$ cat src/rtl/fp16_pkg.sv
`default_nettype none
// ============================================================================
// Module   : fp16_pkg
// Brief    : Shared widths, exponent constants and FSM state type for the
//            half-precision square-root front end.
// Revision : 1.0 - initial release
// ============================================================================
package fp16_pkg;

    localparam int EXP_W       = 5;
    localparam int FRAC_W      = 10;
    localparam int MANT_W      = 11;
    localparam int UEXP_W      = 7;

    localparam int EXP_BIAS    = 15;
    localparam int EXP_SUB     = -14;
    localparam int EXP_SPECIAL = 31;

    // Unbiased exponents the output-packing stage uses for special results
    localparam int EXP_INF_NAN = 16;
    localparam int EXP_ZERO    = -15;

    typedef enum logic [0:0] {
        IDLE  = 1'b0,
        SHIFT = 1'b1
    } norm_state_t;

endpackage : fp16_pkg
`default_nettype wire

$ cat src/rtl/fp16_classify.sv
`default_nettype none
// ============================================================================
// Module   : fp16_classify
// Brief    : Combinational decode of a binary16 operand into NaN, +Inf, -Inf,
//            zero or finite-positive, with a subnormal qualifier.
// Revision : 1.0 - initial release
// ============================================================================
module fp16_classify
    import fp16_pkg::*;
(
    input  logic [15:0] data_in,
    output logic        is_nan,
    output logic        is_pinf,
    output logic        is_ninf,
    output logic        is_zero,
    output logic        is_fin,
    output logic        is_sub
);

    logic              w_sign;
    logic [EXP_W-1:0]  w_exp;
    logic [FRAC_W-1:0] w_frac;

    assign w_sign = data_in[15];
    assign w_exp  = data_in[14:10];
    assign w_frac = data_in[9:0];

    always_comb begin
        is_nan  = 1'b0;
        is_pinf = 1'b0;
        is_ninf = 1'b0;
        is_zero = 1'b0;
        is_fin  = 1'b0;
        is_sub  = 1'b0;
        if (w_exp == EXP_W'(EXP_SPECIAL)) begin
            if (w_frac != '0)
                is_nan = 1'b1;
            else if (w_sign)
                is_ninf = 1'b1;
            else
                is_pinf = 1'b1;
        end else if (w_exp == '0 && w_frac == '0) begin
            is_zero = 1'b1;
        end else if (w_sign) begin
            // square root of a negative finite operand
            is_nan = 1'b1;
        end else begin
            is_fin = 1'b1;
            is_sub = (w_exp == '0);
        end
    end

endmodule : fp16_classify
`default_nettype wire

$ cat src/rtl/fp16_normalize.sv
`default_nettype none
// ============================================================================
// Module   : fp16_normalize
// Brief    : Classifies a binary16 operand and normalises subnormals with a
//            one-bit-per-cycle shift loop; n_valid starts the iteration stage.
// Revision : 1.0 - initial release
// ============================================================================
module fp16_normalize
    import fp16_pkg::*;
(
    input  logic                     clk,
    input  logic                     rst,
    input  logic                     in_valid,
    input  logic [15:0]              data_in,
    output logic                     ready,
    output logic                     n_valid,
    output logic                     sign_out,
    output logic                     is_nan,
    output logic                     is_pinf,
    output logic                     is_ninf,
    output logic                     is_num,
    output logic [MANT_W-1:0]        mant_out,
    output logic signed [UEXP_W-1:0] exp_out
);

    logic w_is_nan, w_is_pinf, w_is_ninf, w_is_zero, w_is_fin, w_is_sub;

    norm_state_t              r_state;
    logic [FRAC_W-1:0]        r_work_frac;
    logic signed [UEXP_W-1:0] r_work_exp;

    logic [MANT_W-1:0]        w_shift_mant;
    logic signed [UEXP_W-1:0] w_shift_exp;
    logic signed [UEXP_W-1:0] w_norm_exp;

    fp16_classify u_classify (
        .data_in (data_in),
        .is_nan  (w_is_nan),
        .is_pinf (w_is_pinf),
        .is_ninf (w_is_ninf),
        .is_zero (w_is_zero),
        .is_fin  (w_is_fin),
        .is_sub  (w_is_sub)
    );

    // Finishing on the shifted value keeps SHIFT at exactly s cycles
    assign w_shift_mant = {r_work_frac, 1'b0};
    assign w_shift_exp  = r_work_exp - UEXP_W'(1);
    assign w_norm_exp   = UEXP_W'({2'b00, data_in[14:10]}) - UEXP_W'(EXP_BIAS);

    always_ff @(posedge clk) begin
        if (rst) begin
            r_state     <= IDLE;
            r_work_frac <= '0;
            r_work_exp  <= '0;
            ready       <= 1'b1;
            n_valid     <= 1'b0;
            sign_out    <= 1'b0;
            is_nan      <= 1'b0;
            is_pinf     <= 1'b0;
            is_ninf     <= 1'b0;
            is_num      <= 1'b0;
            mant_out    <= '0;
            exp_out     <= '0;
        end else begin
            n_valid <= 1'b0;
            case (r_state)
                IDLE: begin
                    if (in_valid) begin
                        if (w_is_fin && w_is_sub) begin
                            r_work_frac <= data_in[9:0];
                            r_work_exp  <= UEXP_W'(EXP_SUB);
                            r_state     <= SHIFT;
                            ready       <= 1'b0;
                        end else begin
                            n_valid  <= 1'b1;
                            sign_out <= data_in[15];
                            is_nan   <= w_is_nan;
                            is_pinf  <= w_is_pinf;
                            is_ninf  <= w_is_ninf;
                            is_num   <= w_is_fin;
                            mant_out <= w_is_fin ? {1'b1, data_in[9:0]} : '0;
                            exp_out  <= w_is_fin ? w_norm_exp : '0;
                        end
                    end
                end
                SHIFT: begin
                    if (w_shift_mant[MANT_W-1]) begin
                        n_valid  <= 1'b1;
                        ready    <= 1'b1;
                        r_state  <= IDLE;
                        sign_out <= 1'b0;
                        is_nan   <= 1'b0;
                        is_pinf  <= 1'b0;
                        is_ninf  <= 1'b0;
                        is_num   <= 1'b1;
                        mant_out <= w_shift_mant;
                        exp_out  <= w_shift_exp;
                    end else begin
                        r_work_frac <= w_shift_mant[FRAC_W-1:0];
                        r_work_exp  <= w_shift_exp;
                    end
                end
                default: begin
                    r_state <= IDLE;
                    ready   <= 1'b1;
                end
            endcase
        end
    end

endmodule : fp16_normalize
`default_nettype wire

$ cat config.mk
export PLATFORM = sky130hd
export DESIGN_NAME = fp16_normalize
export DESIGN_NICKNAME = d
export VERILOG_FILES = /design/src/rtl/fp16_pkg.sv /design/src/rtl/fp16_classify.sv /design/src/rtl/fp16_normalize.sv
export SDC_FILE = /design/constraint.sdc
export NUM_CORES = 1
export LEC_CHECK = 0
export BUFFER_PORTS_ARGS = -buffer_cell sky130_fd_sc_hd__buf_2
export CAP_MARGIN = 20
export CORE_MARGIN = 8
export CORE_UTILIZATION = 45
export DETAILED_ROUTE_END_ITERATION = 8
export PLACE_DENSITY = 0.77
export SETUP_SLACK_MARGIN = 0.3
export SYNTH_ARGS = -nofsm -noshare
export SYNTH_HDL_FRONTEND = slang
export SYNTH_SLANG_ARGS = --single-unit
$ cat constraint.sdc
create_clock -name clk -period 3.9 [get_ports clk]
set_input_delay 0.975 -clock clk [delete_from_list [all_inputs] [get_ports clk]]
set_output_delay 0.975 -clock clk [all_outputs]
set_load 0.02 [all_outputs]
After elaboration in Yosys (flattened, before gate mapping):

Cells that the tools add are included.
W data, S select, Z words.

* add/sub/neg operators: 2
* eq/ne operators: 6
* mux-type cells: 60
* bitwise logic cells: 1
* reduce and logical (&&, ||, !) cells: 9

Operators with widths (count)
* $mux W7: 7
* $mux W11: 4
* $mux W1: 34
* $mux W10: 3
* $pmux W7 S2: 2
* $pmux W11 S2: 1
* $pmux W10 S2: 1
* $pmux W1 S2: 8
* $logic_not A10 Y1: 1
* $reduce_bool A10 Y1: 1
* $reduce_and A3 Y1: 3
* $ne A2 B2 Y1 const B: 4
* $sub A7 B2 Y7 const B: 1
* $sub A5 B4 Y6 const B: 1
* $eq A5 B5 Y1 const B: 1
* $logic_not A5 Y1: 1
* $logic_and A1 B1 Y1: 2
* $ne A2 B1 Y1 const B: 1
* $reduce_and A2 Y1: 1
* $not A1 Y1: 1

* register bits: 43
* input port bits: 19

Longest topological paths before layout:

Gate-level depths: netlist of run 1.

* depth after elaboration: 8
* depth in mapped cells: 8
* depth with buffers taken out: 7

Hierarchy:

A second synthesis of run 1 with hierarchy kept.

* cell total of the unflattened synthesis: 238
* area total of the unflattened synthesis: 2023.2 µm²

Modules (own cells, without submodules)
* fp16_normalize: instances 1, cells an instance 219, area each 1905.6 µm², seq. area each 840.8 µm²
* fp16_classify: instances 1, cells an instance 19, area each 117.6 µm², seq. area each 0.0 µm²

Worst setup path after synthesis of run 1:

No wires, ideal clock.

* path type: input-to-reg
* start point: input data_in[10]
* end point: register mant_out[6]
* setup time: 0.152 ns
* data arrival time: 2.667 ns
* data required time: 3.748 ns
* slack: 1.082 ns
* stages on the path: 8
* buffers on the path: 1
* cells stage by stage: ha_1 -> and3_2 -> ha_1 -> nor2_1 -> a21oi_1 -> nor2_1 -> buf_4 -> a221oi_1

* longest elaborated chain between the ends: 8
* elaborated cells on any way between the ends: 15
* those cells by class: eq/ne: 2; mux: 9; reduce/logical: 4

Ends and longest elaborated chain
* start, declared: RTL line fp16_normalize.sv:14 `input logic [15:0] data_in,`
* $logic_not A5 Y1: RTL line fp16_classify.sv:42, fp16_classify.sv:49
* $logic_and A1 B1 Y1: RTL line fp16_classify.sv:42 `end else if (w_exp == '0 && w_frac == '0) begin`
* $mux W1: RTL line fp16_classify.sv:42
* $mux W1: RTL line fp16_classify.sv:35 `if (w_exp == EXP_W'(EXP_SPECIAL)) begin`
* $mux W11: RTL line fp16_normalize.sv:82 `mant_out <= w_is_fin ? {1'b1, data_in[9:0]} : '0;`
* $mux W11: RTL line fp16_normalize.sv:70 `if (w_is_fin && w_is_sub) begin`
* $mux W11: RTL line fp16_normalize.sv:69 `if (in_valid) begin`
* $pmux W11 S2: RTL line fp16_normalize.sv:67 `case (r_state)`
* end signal, assigned: RTL line fp16_normalize.sv:82
* end signal, assigned: RTL line fp16_normalize.sv:97 `mant_out <= w_shift_mant;`
* end, declared: RTL line fp16_normalize.sv:22 `output logic [MANT_W-1:0] mant_out,`

Parallel ways exist; a longest one is shown, timed or not. The select of a mux whose other input is x is not followed.
A chain may end at the register's enable or synchronous reset.

Worst setup path after layout of run 1:

* start point: input data_in[10]
* end point: register r_work_frac[3]

* longest elaborated chain between the ends: 7
* elaborated cells on any way between the ends: 11
* those cells by class: eq/ne: 2; mux: 5; reduce/logical: 4

Ends and longest elaborated chain
* $logic_not A5 Y1: RTL line fp16_classify.sv:42, fp16_classify.sv:49
* $mux W1 or $logic_and A1 B1 Y1 (tied branches): RTL line fp16_classify.sv:44, fp16_classify.sv:42
* $mux W1: RTL line fp16_classify.sv:42
* $mux W1: RTL line fp16_classify.sv:35
* $logic_and A1 B1 Y1 (*): RTL line fp16_normalize.sv:70
* $ne A2 B2 Y1 (no source line) (*)
* $reduce_and A3 Y1 (no source line) (*)
* end signal, assigned: RTL line fp16_normalize.sv:71 `r_work_frac <= data_in[9:0];`
* end signal, assigned: RTL line fp16_normalize.sv:100 `r_work_frac <= w_shift_mant[FRAC_W-1:0];`
* end, declared: RTL line fp16_normalize.sv:29 `logic [FRAC_W-1:0] r_work_frac;`

Every way passes the cells marked *; elsewhere a longest branch is shown, timed or not.

==> out/summary.log, run 1 <==
qor: logic_synthesis.netlist_top_cells_area sky130_fd_sc_hd__dfxtp_1 (36%), sky130_fd_sc_hd__a221oi_2 (5.2%), sky130_fd_sc_hd__nor2_1 (5.0%), sky130_fd_sc_hd__nor2b_1 (4.9%), sky130_fd_sc_hd__a21oi_1 (4.3%)
qor: finish.area_of_all_sequential_standard_cells 840.8 um2
qor: sta.timing_max_transition_violations_final 0
qor: power.pwr-share-clk 0.313
qor: logic_synthesis.post_synth_num_cell_types 56
qor: sta.final.min_clock_period 2.918 ns
qor: grt.grt_first_pass_wirelength 9.680 mm
qor: worst_setup_path.setup.worst_path.start_class input port
qor: logic_synthesis.most_frequently_used_cell_type_in_the_post_synthesis_netlist sky130_fd_sc_hd__dfxtp_1
qor: cts.postCtsSetupBuffers 0
qor: routing.detail_route.vias_per_cell 6.055
qor: grt.pin_count_of_the_biggest_net_entering_global_routing 37
qor: routing.wl 6.030 mm
qor: finish.insertedDiodeCount 0
qor: logic_synthesis.syn_area_per_cell 9.138 um2
qor: power.p_leak 0.001071 uW
qor: floorplanning.design.core.area 5042 um2
qor: power.power-per-cell-area 325.7 nW/um2
qor: sta.grt_setup_unrepaired no
qor: logic_synthesis.synth.cells.most_frequent sky130_fd_sc_hd__dfxtp_1 (42), sky130_fd_sc_hd__nor2_1 (31), sky130_fd_sc_hd__a21oi_1 (20), sky130_fd_sc_hd__nor2b_1 (18), sky130_fd_sc_hd__clkbuf_1 (12)
qor: power.power_frac_seq 0.519
qor: cts.clkSinkCount 42
qor: cts.cts.clk_slew.worst_paths 0.08 ns
qor: finish.design.final.nets 317
qor: power.vdd_ir_drop_max 0.1943 mV
qor: sta.max-slew-margin-rel 0.4463
qor: worst_setup_path.worstPathRequired 4.09 ns
qor: grt.global_routing_usage_summed_across_all_routing_layers 0.1591
qor: finish.area_growth_syn_to_layout 15.36%
qor: routing.dr.first_iter.drc_count 176
qor: routing.firstDrtPassIters 5
qor: routing.vias 2204
qor: power.power.internal 620.4 uW
qor: sta.max_freq 342.7 MHz
qor: power.post-layout-total-power 872.0 uW
qor: finish.number_of_filler_cells_placed_in_the_layout 472
qor: floorplanning.fp.dieArea 7711 um2
qor: sta.totalNegativeSetupSlack 0 ns
qor: sta.fin_crit_sh 0.7481
qor: logic_synthesis.seq_area_frac_synth 0.3623
qor: status.status completed
qor: cts.cts.root.buffer_cell sky130_fd_sc_hd__clkbuf_8
qor: sta.number_of_hold_violations_in_the_final_report 0
qor: power.power_switching 251.7 uW
qor: logic_synthesis.synth-edff-count 0
qor: worst_setup_path.endpoint_kind flip-flop
qor: sta.tightest_slew 0.8306 ns
qor: routing.wl_per_cell 16.57 um
qor: worst_setup_path.critical_path_class input port to flip-flop
qor: logic_synthesis.synth_area 2321 um2
qor: finish.post_route_cells_drive_above_1_share 0.2993
qor: sta.setup-violations-final 0
qor: finish.util_after_layout 0.5310
qor: routing.postRouteAntennaNets 0
qor: grt.vias_in_the_first_global_route 1973
qor: logic_synthesis.post_synthesis_cells 254
qor: power.power.switching_fraction 0.2886
qor: flow_run.cap_violations 0
qor: logic_synthesis.dominantRegCellSynth sky130_fd_sc_hd__dfxtp_1
qor: sta.fin_worst_skew 0.008942 ns
qor: grt.global_route.overflow_total 0
qor: placed_design.finalWeightedCongestion 0.8930
qor: cts.cts-buffers-inserted 5
qor: logic_synthesis.ys_seq_elements 42
qor: cts.tritoncts done
qor: cts.worst_skew_pair.late_latency 0.30 ns
qor: cts.cts.repair.resized 0
qor: floorplanning.effective_utilization_at_floorplan 0.4603
qor: logic_synthesis.synth.top_cell.area_share 0.3623
qor: worst_hold_path.timing.hold.worst.class flip-flop to flip-flop
qor: floorplanning.floorplan.io_pins 44
qor: cts.clock_path_buffers 2
qor: grt.initial_antenna_violation_count 0
qor: finish.multi_input_area 1358 um2
qor: worst_setup_path.cp_data_arrival_time 3.11 ns
qor: logic_synthesis.synthArstFlopShare 0
qor: placed_design.io_buffers 43
qor: floorplanning.num_rows 26
qor: logic_synthesis.synth_warnings 0
qor: floorplanning.dieHeight 87.82 um
qor: floorplanning.horizontal_die_dimension 87.82 um
qor: logic_synthesis.yosysTopAreaCell sky130_fd_sc_hd__dfxtp_1
qor: cts.postCtsHoldBufs 0
qor: routing.post-route-drc-count 0
qor: logic_synthesis.synth_fp_nets 277
qor: power.power.share.combinational 0.167
qor: placed_design.place.detailed.hpwl 4.258 mm
qor: cts.cts_htree_levels 2
qor: worst_setup_path.crit_fanout 13
cells in the final DEF, fill, tap and decap left out, drive strengths merged, types with 2 or more instances in the layout:
| cell type | netlist | routed |
|---|---|---|
| buf | 5 | 51 |
| dfxtp | 42 | 42 |
| nor2 | 31 | 31 |
| a21oi | 21 | 21 |
| nor2b | 18 | 18 |
| a221oi | 16 | 16 |
| inv | 8 | 8 |
| nand4 | 8 | 8 |
| a22oi | 8 | 8 |
| mux2 | 8 | 8 |
| a32oi | 6 | 6 |
| nand2 | 5 | 5 |
| nor3 | 5 | 5 |
| clkbuf | 13 | 5 |
| nor4 | 5 | 5 |
| nand3 | 5 | 5 |
| ha | 4 | 4 |
| o21ai | 4 | 4 |
| a31oi | 4 | 4 |
| xnor2 | 3 | 3 |
| a31o | 3 | 3 |
| o2111ai | 2 | 2 |
| o21a | 2 | 2 |
| and4 | 2 | 2 |
| and2 | 2 | 2 |
| o41ai | 2 | 2 |
| o31ai | 2 | 2 |
| xor2 | 2 | 2 |
| clkinv | 0 | 2 |
| and3 | 2 | 2 |
layout make-up:
class | count | share of cell area
multi-input combinational | 186 | 0.5070
sequential | 42 | 0.3140
timing repair buffer | 51 | 0.1056
tap | 70 | 0.03271
clock buffer | 5 | 0.02570
inverter | 8 | 0.01121
clock inverter | 2 | 0.003738
routing by layer:
| layer | share of wire | global-route usage | vias up | wire length (um) |
|---|---|---|---|---|
| li1 | - | - | 1044 | - |
| met1 | 0.47 | 0.2138 | 1027 | 2825 |
| met2 | 0.44 | 0.2387 | 124 | 2629 |
| met3 | 0.081 | 0.04128 | 9 | 489 |
| met4 | 0.014 | 0.05313 | 0 | 85 |
| met5 | 0 | 0 | - | 0 |
through the flow:
stage          hold WS (ns)  cells  area [um2]  worst slack, ns
2_1_floorplan        0.4844    254        2321            1.082
3_3_place_gp         0.4467    356        2584           0.7527
3_5_place_dp         0.4538    356        2584           0.7257
4_1_cts              0.4727    363        2663            1.016
5_1_grt              0.4887    364        2678           0.9313
6_report             0.4684    364        2678           0.9823
worst paths after layout:
kind,start,end,slack [ns],depth (start not counted)
worst max-delay path,data_in[10],r_work_frac[3],0.98,8
worst min-delay path,ready,ready,0.47,1
worst max register to register,r_state,r_work_frac[3],1.50,5
worst min register to register,ready,ready,0.47,1
power by group through the flow:
stage	clock network (uW)	registers [uW]	logic, uW
6_report	273	453	146
5_1_grt	295	455	158
4_1_cts	275	453	145
3_5_place_dp	0	463	144
3_3_place_gp	0	463	142
2_1_floorplan	0	480	77.9
kinds of logic after synthesis:
group	Yosys count	synth area share
mux	8	0.04690
buf+inv	26	0.05282
compound gates	76	0.2652
fa+ha+maj	4	0.02156
xor+xnor	5	0.01887
flops	42	0.3623
simple gates	93	0.2324
flip-flops by register name, summed over array words and instances (netlist names), 7 cells and up:
register     count
r_work_frac     10
mant_out        10
r_work_exp       7
exp_out          7
worst max-delay path, cell delays in order:
cell                      delay, ns
sky130_fd_sc_hd__buf_2         0.11
sky130_fd_sc_hd__ha_1          0.17
sky130_fd_sc_hd__and3_2        0.18
sky130_fd_sc_hd__ha_1          0.28
sky130_fd_sc_hd__or2_2         0.22
sky130_fd_sc_hd__nor2_1        0.09
sky130_fd_sc_hd__a21oi_2       0.67
sky130_fd_sc_hd__mux2_2        0.41
(Power assumes the default switching activity.)
==> inputs of run 2 (changes only) <==
- clock period: 3.9 -> 2.89 ns (I/O delays scaled with it)
==> out/summary.log, run 2 (synthesis results as in run 1) <==
qor: sta.setup_ws 0.4026 ns [-0.5797 ns]
qor: routing.postRouteAntennaNets 0 [unchanged]
qor: worst_setup_path.crit_fanout 9 [-4]
qor: finish.area_growth_syn_to_layout 19.51%
qor: power.p_leak 0.001118 uW [+4.4%]
qor: finish.layout.cells.most_common sky130_fd_sc_hd__buf_2
qor: power.power-per-cell-area 458.0 nW/um2 [+41%]
qor: floorplanning.design.core.area 5042 um2 [unchanged]
qor: floorplanning.effective_utilization_at_floorplan 0.4603 [unchanged]
qor: sta.totalNegativeSetupSlack 0 ns [unchanged]
qor: worst_setup_path.critical_path_class input port to flip-flop
qor: sta.setup-violations-final 0 [unchanged]
qor: sta.number_of_hold_violations_in_the_final_report 0 [unchanged]
qor: cts.clkSinkCount 42 [unchanged]
qor: floorplanning.num_rows 26 [unchanged]
qor: sta.timing_max_transition_violations_final 0 [unchanged]
qor: sta.fin_crit_sh 0.8607
qor: routing.vias 2165 [-1.8%]
qor: cts.cts.clk_slew.worst_paths 0.08 ns [about the same]
qor: routing.wl 6.005 mm [-0.41%]
qor: cts.tritoncts done
qor: sta.holdWs 0.4657 ns [-0.002688 ns]
qor: grt.vias_in_the_first_global_route 2048 [+3.8%]
qor: sta.max_freq 402.0 MHz
qor: placed_design.place.detailed.hpwl 4.304 mm [+1.1%]
qor: worst_setup_path.worstPathRequired 3.03 ns [-1.06 ns]
qor: worst_setup_path.cp_data_arrival_time 2.63 ns [-0.48 ns]
qor: routing.dr.first_iter.drc_count 239 [+36%]
qor: cts.postCtsHoldBufs 0 [unchanged]
qor: sta.max-slew-margin-rel 0.5107 [+0.06439]
qor: finish.post_route_cells_drive_above_1_share 0.3146 [+0.01525]
qor: placed_design.io_buffers 43 [unchanged]
qor: cts.cts-buffers-inserted 5 [unchanged]
qor: floorplanning.floorplan.io_pins 44 [unchanged]
qor: flow_run.cap_violations 0 [unchanged]
qor: finish.design.final.nets 324 [+2.2%]
qor: grt.initial_antenna_violation_count 0 [unchanged]
qor: floorplanning.horizontal_die_dimension 87.82 um [unchanged]
qor: sta.fin_worst_skew 0.006561 ns [-0.002381 ns]
qor: grt.grt_first_pass_wirelength 9.632 mm [-0.50%]
qor: placed_design.dp_slack 0.03002 ns [-0.6957 ns]
qor: floorplanning.dieHeight 87.82 um [unchanged]
qor: routing.post-route-drc-count 0 [unchanged]
qor: placed_design.finalWeightedCongestion 0.8911 [-0.21%]
qor: finish.insertedDiodeCount 0 [unchanged]
qor: floorplanning.fp.dieArea 7711 um2 [unchanged]
qor: worst_setup_path.setup.worst_path.start_class input port
qor: cts.cts_htree_levels 2 [unchanged]
qor: sta.grt_setup_unrepaired yes
qor: power.vdd_ir_drop_max 0.2829 mV [+46%]
qor: finish.util_after_layout 0.5501 [+0.01911]
qor: worst_setup_path.endpoint_kind flip-flop
qor: finish.biggestRegsByFlops mant_out x10, r_work_frac x10
qor: finish.top_library_cells_by_usage_in_the_layout_fill_and_taps_aside sky130_fd_sc_hd__buf_2 (43), sky130_fd_sc_hd__dfxtp_1 (42), sky130_fd_sc_hd__nor2_1 (31)
qor: routing.wl_per_cell 16.14 um [-2.6%]
qor: cts.cts.root.buffer_cell sky130_fd_sc_hd__clkbuf_8
qor: grt.global_route.overflow_total 0 [unchanged]
qor: sta.final.min_clock_period 2.487 ns
qor: worst_hold_path.timing.hold.worst.class flip-flop to flip-flop
qor: grt.pin_count_of_the_biggest_net_entering_global_routing 36 [-2.7%]
qor: routing.detail_route.vias_per_cell 5.820 [-3.9%]
qor: grt.global_routing_usage_summed_across_all_routing_layers 0.1568 [-0.002245]
qor: routing.firstDrtPassIters 5 [unchanged]
qor: sta.tightest_slew 0.7340 ns [-0.09659 ns]
qor: cts.clock_path_buffers 2 [unchanged]
qor: status.status completed
qor: cts.worst_skew_pair.late_latency 0.29 ns [about the same]
## run 2: cell count changes in the layout (fill, tap and decap cells not counted)
cell | previous run | this run
sky130_fd_sc_hd__clkinv_2 | 2 | 0
sky130_fd_sc_hd__clkbuf_1 | 0 | 1
sky130_fd_sc_hd__buf_4 | 7 | 14
sky130_fd_sc_hd__a21oi_2 | 1 | 0
sky130_fd_sc_hd__buf_12 | 0 | 1
sky130_fd_sc_hd__buf_8 | 1 | 0
sky130_fd_sc_hd__a21oi_4 | 0 | 1
sky130_fd_sc_hd__clkinvlp_4 | 0 | 1
sky130_fd_sc_hd__bufinv_16 | 0 | 1
## run 2: area by class of cell
type | count | area (um2)
fill | 461 | 2268
timing repair buffer | 58 | 340.3
tap | 70 | 87.58
clock buffer | 6 | 72.57
inverter | 8 | 30.03
multi-input combinational | 186 | 1365
clock inverter | 2 | 37.54
sequential | 42 | 840.8
## run 2: final timing paths
kind / start / depth (start not counted) / endpoint / slack [ns]
max: data_in[10] / 10 / mant_out[7] / 0.40
min: ready / 1 / ready / 0.47
max reg2reg: r_state / 7 / mant_out[8] / 0.69
min reg2reg: ready / 1 / ready / 0.47
## run 2: worst max-delay path, stage by stage
cell and delay [ns]:
sky130_fd_sc_hd__buf_2 0.12, sky130_fd_sc_hd__ha_1 0.22, sky130_fd_sc_hd__and3_2 0.22, sky130_fd_sc_hd__ha_1 0.20, sky130_fd_sc_hd__buf_4 0.16, sky130_fd_sc_hd__nor2_1 0.26
sky130_fd_sc_hd__a21oi_1 0.21, sky130_fd_sc_hd__nor2_1 0.18, sky130_fd_sc_hd__buf_4 0.24, sky130_fd_sc_hd__a221oi_1 0.10
## run 2: metal layers
| layer | vias to the layer above | part of all wire | track usage |
|---|---|---|---|
| met1 | 1017 | 0.46 | 0.2076 |
| met5 | - | 0 | 0 |
| li1 | 1062 | - | - |
| met2 | 81 | 0.46 | 0.2435 |
| met3 | 5 | 0.071 | 0.03659 |
| met4 | 0 | 0.0072 | 0.05000 |
## run 2: repair_timing
action                                  in CTS  in global routing
endpoints found under the setup margin       0                  5
setup buffers                                0                  2
resized for setup                            0                  1
## run 2: report_power, final
part	internal [uW]	leakage, uW	switching (uW)
logic	80.1	0.000724	123
clock network	258	0.0000514	198
registers	600	0.000343	11.6
## run 2: metrics by stage
stage / area [um2] / std cells / power (uW)
detailed placement: 2629 / 362 / 821.8
finish: 2774 / 372 / 1271
floorplan: 2321 / 254 / 753.1
global route: 2774 / 372 / 1325
global placement: 2629 / 362 / 818.5
CTS: 2739 / 370 / 1276
